## config.mk

```make
export PLATFORM = sky130hd
export DESIGN_NAME = simd_lane_accum
export DESIGN_NICKNAME = d
export VERILOG_FILES = /design/src/rtl/simd_lane_accum.sv
export SDC_FILE = /design/constraint.sdc
export NUM_CORES = 1
export LEC_CHECK = 0
export CORE_AREA = 2 2 135 137
export DETAILED_ROUTE_END_ITERATION = 10
export DIE_AREA = 0 0 137 139
export MAX_ROUTING_LAYER = met4
export PLACE_DENSITY = 0.8
export SLEW_MARGIN = 20
export SYNTH_ARGS = -nofsm -noshare
export SYNTH_HDL_FRONTEND = slang
export SYNTH_SLANG_ARGS = --single-unit
export TNS_END_PERCENT = 10
```

## constraint.sdc

```tcl
create_clock -name clk -period 5.4 [get_ports clk]
set_input_delay 1.08 -clock clk [delete_from_list [all_inputs] [get_ports clk]]
set_output_delay 1.08 -clock clk [all_outputs]
set_load 0.01 [all_outputs]
```

## src/rtl/simd_lane_accum.sv

```systemverilog
// Packed SIMD lane accumulator: sums frames of BEATS 48-bit words as
// four 12-bit or two 24-bit independent lanes, with per-lane sticky
// carry/borrow flags, and presents each finished frame on valid/ready.
module simd_lane_accum #(
    parameter int unsigned BEATS = 4
) (
    input  logic        clk,
    input  logic        rst_n,
    input  logic        mode,
    input  logic        clear,
    input  logic        in_valid,
    output logic        in_ready,
    input  logic        in_op,
    input  logic [47:0] in_data,
    output logic        out_valid,
    input  logic        out_ready,
    output logic [47:0] out_data,
    output logic [3:0]  out_carry
);

    localparam int unsigned CNT_W = 8;
    localparam int unsigned DATA_W = 48;

    typedef enum logic {
        S_ACCUM = 1'b0,
        S_HOLD  = 1'b1
    } state_t;

    state_t              r_state;
    logic [CNT_W-1:0]    r_cnt;
    logic [DATA_W-1:0]   r_acc;
    logic [3:0]          r_flags;
    logic                r_mode_q;
    logic [DATA_W-1:0]   r_out_data;
    logic [3:0]          r_out_carry;

    logic                w_accept;
    logic                w_first;
    logic                w_last;
    logic                w_mode;
    logic [DATA_W-1:0]   w_base;
    logic [12:0]         w_r12 [4];
    logic [24:0]         w_r24 [2];
    logic [DATA_W-1:0]   w_acc_nxt;
    logic [3:0]          w_flags_beat;
    logic [3:0]          w_flags_nxt;

    // Handshake decode; in_ready depends only on the state register.
    assign out_valid = (r_state == S_HOLD);
    assign in_ready  = ~out_valid;
    assign out_data  = r_out_data;
    assign out_carry = r_out_carry;

    assign w_accept = in_valid & in_ready & ~clear;
    assign w_first  = (r_cnt == '0);
    assign w_last   = (r_cnt == CNT_W'(BEATS - 1));
    assign w_mode   = w_first ? mode : r_mode_q;
    assign w_base   = w_first ? '0 : r_acc;

    // 12-bit lanes: the extra MSB is the carry-out (add) or borrow (sub).
    for (genvar g = 0; g < 4; g++) begin : g_lane12
        assign w_r12[g] = in_op
            ? ({1'b0, w_base[12*g +: 12]} - {1'b0, in_data[12*g +: 12]})
            : ({1'b0, w_base[12*g +: 12]} + {1'b0, in_data[12*g +: 12]});
    end

    // 24-bit lanes, same carry/borrow extraction.
    for (genvar g = 0; g < 2; g++) begin : g_lane24
        assign w_r24[g] = in_op
            ? ({1'b0, w_base[24*g +: 24]} - {1'b0, in_data[24*g +: 24]})
            : ({1'b0, w_base[24*g +: 24]} + {1'b0, in_data[24*g +: 24]});
    end

    // Select the lane split and pack the per-lane flags.
    always_comb begin
        w_acc_nxt    = '0;
        w_flags_beat = '0;
        if (w_mode) begin
            w_acc_nxt    = {w_r24[1][23:0], w_r24[0][23:0]};
            w_flags_beat = {w_r24[1][24], 1'b0, w_r24[0][24], 1'b0};
        end else begin
            w_acc_nxt    = {w_r12[3][11:0], w_r12[2][11:0], w_r12[1][11:0], w_r12[0][11:0]};
            w_flags_beat = {w_r12[3][12], w_r12[2][12], w_r12[1][12], w_r12[0][12]};
        end
        w_flags_nxt = w_first ? w_flags_beat : (r_flags | w_flags_beat);
    end

    // Frame FSM, accumulator and registered result.
    always_ff @(posedge clk or negedge rst_n) begin
        if (!rst_n) begin
            r_state     <= S_ACCUM;
            r_cnt       <= '0;
            r_acc       <= '0;
            r_flags     <= '0;
            r_mode_q    <= 1'b0;
            r_out_data  <= '0;
            r_out_carry <= '0;
        end else if (clear) begin
            r_state <= S_ACCUM;
            r_cnt   <= '0;
            r_acc   <= '0;
            r_flags <= '0;
        end else begin
            case (r_state)
                S_ACCUM: begin
                    if (w_accept) begin
                        r_acc   <= w_acc_nxt;
                        r_flags <= w_flags_nxt;
                        if (w_first) begin
                            r_mode_q <= mode;
                        end
                        if (w_last) begin
                            r_cnt       <= '0;
                            r_state     <= S_HOLD;
                            r_out_data  <= w_acc_nxt;
                            r_out_carry <= w_flags_nxt;
                        end else begin
                            r_cnt <= r_cnt + CNT_W'(1);
                        end
                    end
                end
                S_HOLD: begin
                    if (out_ready) begin
                        r_state <= S_ACCUM;
                    end
                end
                default: r_state <= S_ACCUM;
            endcase
        end
    end

endmodule
```

* Word-level counts from Yosys, hierarchy flattened
Index checks and enable logic that the tools add are counted.
** Word-level totals
- Flip-flop bits (word level) :: 114
- Input port bits :: 55
- Output and inout bits :: 54
- Logic and storage cells :: 58
** Cells by class
- Add/sub/neg operators :: 13
- Equal/unequal tests :: 2
- Multiplexer cells :: 26
- Bitwise logic cells :: 5
- Reductions and logical operators :: 5
** Operators with widths (count)
- 48-bit two-way mux :: 5
- 12-bit by 12-bit adder with 13-bit output :: 4
- 13-bit two-way mux :: 4
- 12-bit by 12-bit subtractor with 13-bit output :: 4
- 24-bit by 24-bit adder with 25-bit output :: 2
- 25-bit two-way mux :: 2
- 24-bit by 24-bit subtractor with 25-bit output :: 2
- 8-bit two-way mux :: 4
- 4-bit two-way mux :: 5
- 8-bit by 1-bit adder with 8-bit output (second input constant) :: 1
- 8-bit by 2-bit == test with 1-bit output (second input constant) :: 1
- 8-bit zero test :: 1
- 1-bit two-way mux :: 5
- 4-bit OR :: 1
- 4-bit AND reduction :: 1
- 3-bit AND reduction :: 1
- 1-bit AND :: 2
- 2-bit inequality test (second input constant) :: 1
- 1-bit NOT :: 2
- 1-bit one-hot mux with 2 select lines :: 1
- 2-bit AND reduction :: 1
- 2-bit nonzero test :: 1

* Longest topological paths before layout
Gate-level depths: netlist of the first run.
- Word-level depth :: 10
- Depth in mapped cells :: 18

* Worst setup path before layout of the first run
No wires, ideal clock.
- Path type :: input -> register
- From :: input port in_op
- To :: register r_out_carry[1] (netlist: out_carry[1])
- Setup time :: 128 ps
- Data arrival time :: 4251 ps
- Required time :: 5272 ps
- Slack :: 1021 ps
- Stages on the path :: 15
- Path buffers :: 3
- Cells stage by stage :: clkbuf_1 -> buf_1 -> clkbuf_1 -> a21oi_1 -> xnor2_1 -> ha_1 -> a21o_1 -> a221oi_1 -> a21bo_2 -> a41oi_4 -> o31ai_2 -> a31o_1 -> a31oi_1 -> mux2i_1 -> a21oi_1
** Between the ends
- Cells in the longest elaborated chain, start to end :: 4
- Elaborated cells between the ends (all ways) :: 5
- Classes of those cells :: 4 x mux; 1 x bitwise
** Ends and longest elaborated chain
- from (decl) :: RTL line 13 : input logic in_op,
- 13-bit two-way mux or 25-bit two-way mux (tied branches) :: RTL line 63, 70
- 4-bit two-way mux (*) :: RTL line 78 : if (w_mode) begin
- 4-bit OR :: RTL line 85 : w_flags_nxt = w_first ? w_flags_beat : (r_flags | w_flags_beat);
- 4-bit two-way mux (*) :: RTL line 85
- to (signal assigned) :: RTL line 116 : r_out_carry <= w_flags_nxt;
- to (decl) :: RTL line 35 : logic [3:0] r_out_carry;
Every way passes the cells marked *; elsewhere a longest branch is shown, timed or not.
A chain may end at the register's enable or synchronous reset.

* Worst setup path after layout of the first run
- From :: input port in_data[28]
- To :: register r_out_data[45] (netlist: out_data[45])
** Between the ends
- Cells in the longest elaborated chain, start to end :: 3
- Elaborated cells between the ends (all ways) :: 4
- Classes of those cells :: 2 x add/sub; 2 x mux
** Ends and longest elaborated chain
- from (decl) :: RTL line 14 : input logic [47:0] in_data,
- 24-bit by 24-bit adder with 25-bit output or 24-bit by 24-bit subtractor with 25-bit output (tied branches) :: RTL line 71, 70
- 25-bit two-way mux (*) :: RTL line 70 : ? ({1'b0, w_base[24*g +: 24]} - {1'b0, in_data[24*g +: 24]})
- 48-bit two-way mux (*) :: RTL line 78
- to (signal assigned) :: RTL line 115 : r_out_data <= w_acc_nxt;
- to (decl) :: RTL line 34 : logic [DATA_W-1:0] r_out_data;
Marked as above.

==> results by group, run 1 <==
CTS
  – Clock tree buffer depth: 2
  – H-tree Lvls: 4
  – CTS tree: yes
  – CTS root buf: clkbuf_16
  – Clk_lat worst skew: 0.43 ns
  – Post_cts resized: 0
  – Clock sink total: 114
  – Hold buffer count at CTS: 0
  – Post-CTS setup buffer count: 0
  – Clock Pin Slew Worst Setup and Hold Paths: 0.06 ns
  – Num CTS Buffers: 17

Synth
  – Register area share after synthesis: 0.2930
  – Synth area leaders: dfrtp_1 (29%), ha_1 (10%), xnor2_1 (7.5%), nand2_1 (5.9%), a21oi_1 (5.2%)
  – Mux share of post-synthesis cell area: 0.02300
  – Synth Area in XOR/XNOR: 0.1143
  – Post-synth EDFFs: 0
  – Synth area leader: dfrtp_1
  – Post-synth net total: 1327
  – Ys async rst share: 1.000
  – Simple-Gate Fraction of Synth Area: 0.2034
  – Compound-cell area share of the yosys netlist: 0.2193
  – Synth Flop Type: dfrtp_1
  – Average size of a mapped cell: 8.188 sq um
  – YS warnings: 0
  – Synthesized area: 9736 sq um
  – Seq cells post-synth: 114
  – Post-Synth Adder-Cell Area: 0.1098
  – Top-area cell type share of the netlist area: 0.2930
  – Largest family of logic cells by synthesized area: compound AO/OA/AOI/OAI gates
  – Unique masters post-synth: 72
  – Mapped Cells: 1189

GRT
  – Remaining Overflow, GRT: 0
  – Vias in the first global route: 8964
  – Met3 GRT Util: 0.04532
  – Pin count of the biggest net entering global routing: 65
  – Grt met2 use: 0.4821
  – First-pass GRT wire length: 44090 um
  – Grt met1 use: 0.3822
  – Overall fraction of global-route tracks in use: 0.2979
  – GRT Max-Usage Layer: met2
  – Initial antenna violation count: 0

STA
  – Slew HR: 0.2525
  – Period minus WS final: 4.799 ns
  – Setup WS post-layout: 0.6014 ns
  – Fin crit share: 0.8886
  – Clock Skew: 0.01076 ns
  – Setup TNS: 0 ns
  – Max-slew violations: 0
  – Number of hold violations in the final report: 0
  – Count of final setup violators: 0
  – Worst-margin pin slew: 1.118 ns
  – FMAX: 0.2084 GHz
  – Hold WS: 0.4704 ns
  – RSZ-0062 raised after global routing: no

Worst hold path
  – Worst min-delay path category: reg -> reg

Floorplan
  – DIE AREA: 19040 sq um
  – Core Rows: 49
  – Core area: 17660 sq um
  – Die height: 139 um
  – Initial Util: 0.5514
  – I/O pin count: 109
  – Die width: 137 um

Place
  – Post-Place Cells: 1494
  – Placed wire-length estimate: 19230 um
  – Placed Area: 11040 sq um
  – GPL Wtd Cong: 0.9726
  – Pre-CTS setup slack: 0.2360 ns
  – PortBufs: 108

Layout
  – Fill cells: 1518
  – Layout Cells excl Fill: 1526
  – Layout Area Growth over Synthesis: 19.52%
  – Fin nets: 1422
  – Layout cells sized above 1: 0.06554
  – Area occupied by multi-input gates: 6548 sq um
  – N_diodes: 0
  – Reg area: 2853 sq um
  – Fin util: 0.6590
  – Final instance area: 11640 sq um

Critical path
  – Crit Path Class: in -> reg
  – Crit. End Element: flop
  – Slowest-stage cell, CP: clkdlybuf4s50_1
  – Worst-path cell chain: clkdlybuf4s50_1 -> nor3_1 -> nand2b_1 -> nor4_1 -> a21oi_1 -> buf_4 -> nor2_1 -> xor2_1 -> ha_1 -> a21oi_1 -> o21ai_0 -> nand2_1 -> o2111ai_1 -> a31oi_1 -> xor2_1 -> o211ai_1 -> mux2_2
  – CP Buf/Inv Count: 2
  – Top delay family on crit path: compound AO/OA/AOI/OAI gates
  – Crit Path Max Fanout: 6
  – Arr. time, crit path: 5.11 ns
  – Crit start category: input pin
  – Largest stage delay on the critical path: 0.46 ns
  – CP required: 5.71 ns

Detailed routing
  – Drt drc: 0
  – Drt initial violations: 553
  – Vias/cell: 5.913
  – Routed length per instance: 17.49 um
  – Pre-antenna DRT Iters: 5
  – Remaining antenna violation count: 0
  – WL final: 26690 um
  – Detailed-route via count: 9024

Power and ir drop
  – Leakage: 5.417 nW
  – P per Cell Area: 294.2 nW/um^2
  – Overall Power: 3.423 mW
  – Maximum vdd drop: 0.2414 mV

Job
  – Max-cap violations: 0

Outcome
  – Outcome: completed
cells in the mapped netlist, types with 8 or more instances:
| library cell | number |
|---|---|
| a21o_1 | 27 |
| o21ai_1 | 8 |
| nand2b_1 | 10 |
| ha_1 | 79 |
| inv_1 | 35 |
| xnor2_1 | 83 |
| dfrtp_1 | 114 |
| mux2_2 | 15 |
| o21ai_0 | 79 |
| xor2_1 | 44 |
| nand2_1 | 154 |
| and3_1 | 10 |
| o21a_1 | 14 |
| nand3_1 | 22 |
| nor2_1 | 113 |
| nor2b_1 | 52 |
| nor3_1 | 29 |
| a31oi_1 | 21 |
| clkbuf_1 | 36 |
| a22o_1 | 31 |
| a21oi_1 | 101 |
worst reg2reg max path: stages, from the launching register on:
cell and delay, ns:
dfrtp_1 0.42, or4_4 0.60, nor4b_4 0.26, buf_4 0.41, nor2b_1 0.12, ha_1 0.40, a21o_1 0.21, a221oi_1 0.25
a21bo_2 0.28, a41oi_4 0.33, o31ai_2 0.13, a31o_1 0.26, a31oi_1 0.21, mux2i_1 0.27, o21ai_1 0.08
path summary, 6_finish.rpt:
kind | slack [ns] | end | cells after the start | startpoint
hold / removal | 0.47 | out_data[31] | 2 | out_data[31]
min in group asynchronous | 0.77 | out_data[29] | 1 | rst_n
hold reg to reg | 0.47 | out_data[31] | 2 | out_data[31]
max in group asynchronous | 3.42 | r_acc[20] | 2 | rst_n
setup / recovery | 0.60 | out_data[45] | 17 | in_data[28]
setup reg to reg | 1.03 | r_flags[1] | 14 | r_cnt[5]
registers in the layout, indices dropped and copies added, names as in the netlist:
| register | cells |
|---|---|
| r_mode_q | 1 |
| out_carry | 4 |
| out_data | 48 |
| out_valid | 1 |
| r_acc | 48 |
| r_cnt | 8 |
| r_flags | 4 |
routing by layer:
layer	share of wire	vias up
li1	-	4374
met1	0.45	4316
met2	0.48	283
met3	0.052	51
met4	0.021	0
met5	0	-
logic make-up after synthesis:
family	Yosys count
muxes	20
buffers and inverters	85
xor gates and xnor gates	127
DFF	114
AOI/OAI and AO/OA	335
and+or+nand+nor	425
adders and majority gates	83
power by group:
part / switching [mW] / internal, mW / total [mW]
registers: 0.0705 / 0.984 / 1.05
clock network: 0.419 / 0.746 / 1.16
logic: 0.655 / 0.549 / 1.20
total: 1.14 / 2.28 / 3.42
layout make-up:
class,count,share of cell area
Sequential cell,114,0.2452
Tap cell,229,0.02462
Multi-Input combinational cell,990,0.5627
Inverter,35,0.01129
Clock inverter,10,0.01140
Clock buffer,22,0.03989
Timing Repair Buffer,126,0.1049
layout by cell type (no fill, tap or decap), drive strengths merged, types with 5 or more instances in the layout:
cell           instances
nand3                 22
buf                   20
clkbuf                22
a31oi                 21
nand2                155
xor2                  44
nand2b                10
dfrtp                114
nor3                  30
ha                    79
inv                   35
and3                  10
a21oi                101
a31o                   6
clkdlybuf4s50        106
and2                   5
nor4                   6
o31ai                  5
o2111ai                6
o21ai                 87
xnor2                 83
o21a                  14
a21o                  27
o211ai                 6
a22o                  31
mux2                  16
nor2                 114
nor2b                 52
Note: power is estimated with default switching activity, not from simulation.
==> inputs of run 2 (changes only) <==
--- a/config.mk
+++ b/config.mk
@@ -8,6 +8,7 @@
 export CORE_AREA = 2 2 135 137
 export DETAILED_ROUTE_END_ITERATION = 10
 export DIE_AREA = 0 0 137 139
+export GPL_ROUTABILITY_DRIVEN = 0
 export MAX_ROUTING_LAYER = met4
 export PLACE_DENSITY = 0.8
 export SLEW_MARGIN = 20
==> results by group, run 2 (synthesized netlist as in run 1, its figures left out) <==
Place
  – Placed Area: 11010 sq um
  – Placed wire-length estimate: 18630 um
  – PortBufs: 108
  – Post-Place Cells: 1490

GRT
  – Overall fraction of global-route tracks in use: 0.2899
  – Initial antenna violation count: 0
  – Remaining Overflow, GRT: 0
  – First-pass GRT wire length: 43010 um
  – Vias in the first global route: 8805
  – Pin count of the biggest net entering global routing: 78

STA
  – Count of final setup violators: 0
  – FMAX: 0.2044 GHz
  – Clock Skew: 0.01076 ns
  – Period minus WS final: 4.893 ns
  – Fin crit share: 0.9060
  – Worst-margin pin slew: 1.120 ns
  – Slew HR: 0.2508
  – RSZ-0062 raised after global routing: no
  – Max-slew violations: 0
  – Number of hold violations in the final report: 0
  – Setup TNS: 0 ns

Floorplan
  – Initial Util: 0.5514
  – Die width: 137 um
  – Core Rows: 49
  – I/O pin count: 109
  – Die height: 139 um
  – DIE AREA: 19040 sq um
  – Core area: 17660 sq um

Layout
  – Most common cell after layout, fill and taps aside: nand2_1
  – Most frequent cells in the layout: nand2_1 (153), dfrtp_1 (114), nor2_1 (113), clkdlybuf4s50_1 (106), a21oi_1 (100)
  – Fin util: 0.6601
  – Final instance area: 11650 sq um
  – Fin nets: 1418
  – Layout Cells excl Fill: 1522
  – N_diodes: 0
  – Layout cells sized above 1: 0.06419
  – Layout Area Growth over Synthesis: 19.71%

Power and ir drop
  – Leakage: 5.428 nW
  – Sequential Power Share: 0.302
  – Sw Pwr: 1.144 mW
  – Pint: 2.349 mW
  – Maximum vdd drop: 0.2457 mV
  – Sw frac: 0.3275
  – Clock Power Share: 0.354
  – P per Cell Area: 299.7 nW/um^2
  – Combinational fraction of design power: 0.344

Critical path
  – Largest stage delay on the critical path: 0.48 ns
  – Slowest-stage cell, CP: nor4b_1
  – CP required: 5.71 ns
  – Arr. time, crit path: 5.20 ns
  – Worst-path cell chain: clkdlybuf4s50_1 -> nor3_1 -> nand2b_1 -> nor4b_1 -> a21oi_1 -> xnor2_1 -> ha_1 -> a21o_1 -> a221oi_2 -> o21ai_0 -> nand2_1 -> o2111ai_1 -> a31oi_1 -> xor2_1 -> o211ai_1 -> mux2_2
  – Crit. End Element: flop
  – Crit start category: input pin
  – Crit Path Class: in -> reg
  – Crit Path Max Fanout: 6

Detailed routing
  – Wire length on met2: 12580 um
  – WL final: 26550 um
  – Remaining antenna violation count: 0
  – Routed length per instance: 17.44 um
  – Drt drc: 0
  – Met3 WL post-DR: 1529 um
  – Top sig layer: met4
  – Detailed-route via count: 9119
  – Drt initial violations: 654
  – Vias/cell: 5.991
  – Metal-1 WL: 11840 um
  – Pre-antenna DRT Iters: 7

CTS
  – CTS root buf: clkbuf_16
  – H-tree Lvls: 4
  – Clock tree buffer depth: 2
  – Hold buffer count at CTS: 0
  – Num CTS Buffers: 17
  – CTS tree: yes
  – Clk_lat worst skew: 0.43 ns
  – Clock sink total: 114
  – Post-CTS setup buffer count: 0
  – Post_cts resized: 0
  – Clock Pin Slew Worst Setup and Hold Paths: 0.06 ns

Outcome
  – Outcome: completed

Worst hold path
  – Worst min-delay path category: reg -> reg

Job
  – Max-cap violations: 0
-- run 2: layer usage --
metal	global-route usage	vias to the layer above
met5	-	-
met4	0.09984	0
met3	0.05044	65
met2	0.4585	367
met1	0.3737	4307
li1	-	4380
-- run 2: per-stage QoR --
step | power, mW | setup slack (ns) | hold WS [ns]
after global routing | 3.676 | 0.1868 | 0.4888
after CTS | 3.494 | 0.6314 | 0.4769
final | 3.493 | 0.5075 | 0.4689
after global placement | 2.224 | 0.3364 | 0.4563
after floorplan | 1.825 | 1.021 | 0.4422
after detailed placement | 2.244 | 0.2373 | 0.4613
-- run 2: final cells by class --
cell class / count / area, sq um
well taps: 229 / 286.5
clock inverters: 9 / 151.4
inverters: 35 / 131.4
flip-flops and latches: 114 / 2853
repair buffers: 122 / 1195
clock buffers: 23 / 488.0
fillers: 1460 / 6002
multi-input cells: 990 / 6550
-- run 2: power by group through the flow --
stage	registers (mW)	clock network [mW]	logic, mW
4_1_cts	1.06	1.25	1.19
6_report	1.06	1.24	1.20
3_3_place_gp	1.07	0	1.16
3_5_place_dp	1.07	0	1.18
5_1_grt	1.07	1.29	1.32
2_1_floorplan	1.09	0	0.732
-- run 2: critical path, delay by kind of cell --
kind	cells	cell delay [ns]
AO/OA/AOI/OAI	7	1.56
AND/OR/NAND/NOR	4	1.04
buffers and inverters	1	0.45
XOR/XNOR	2	0.41
adder cells (fa/ha/maj)	1	0.36
multiplexers	1	0.29
-- run 2: worst paths after layout --
kind / cells after the start / slack, ns / startpoint / end
max in group asynchronous: 2 / 3.74 / rst_n / r_acc[17]
worst min-delay path: 2 / 0.47 / out_data[29] / out_data[29]
min in group asynchronous: 1 / 0.68 / rst_n / out_data[29]
worst max-delay path: 16 / 0.51 / in_data[29] / out_data[45]
worst min register to register: 2 / 0.47 / out_data[29] / out_data[29]
worst max register to register: 14 / 0.95 / r_cnt[5] / out_carry[1]
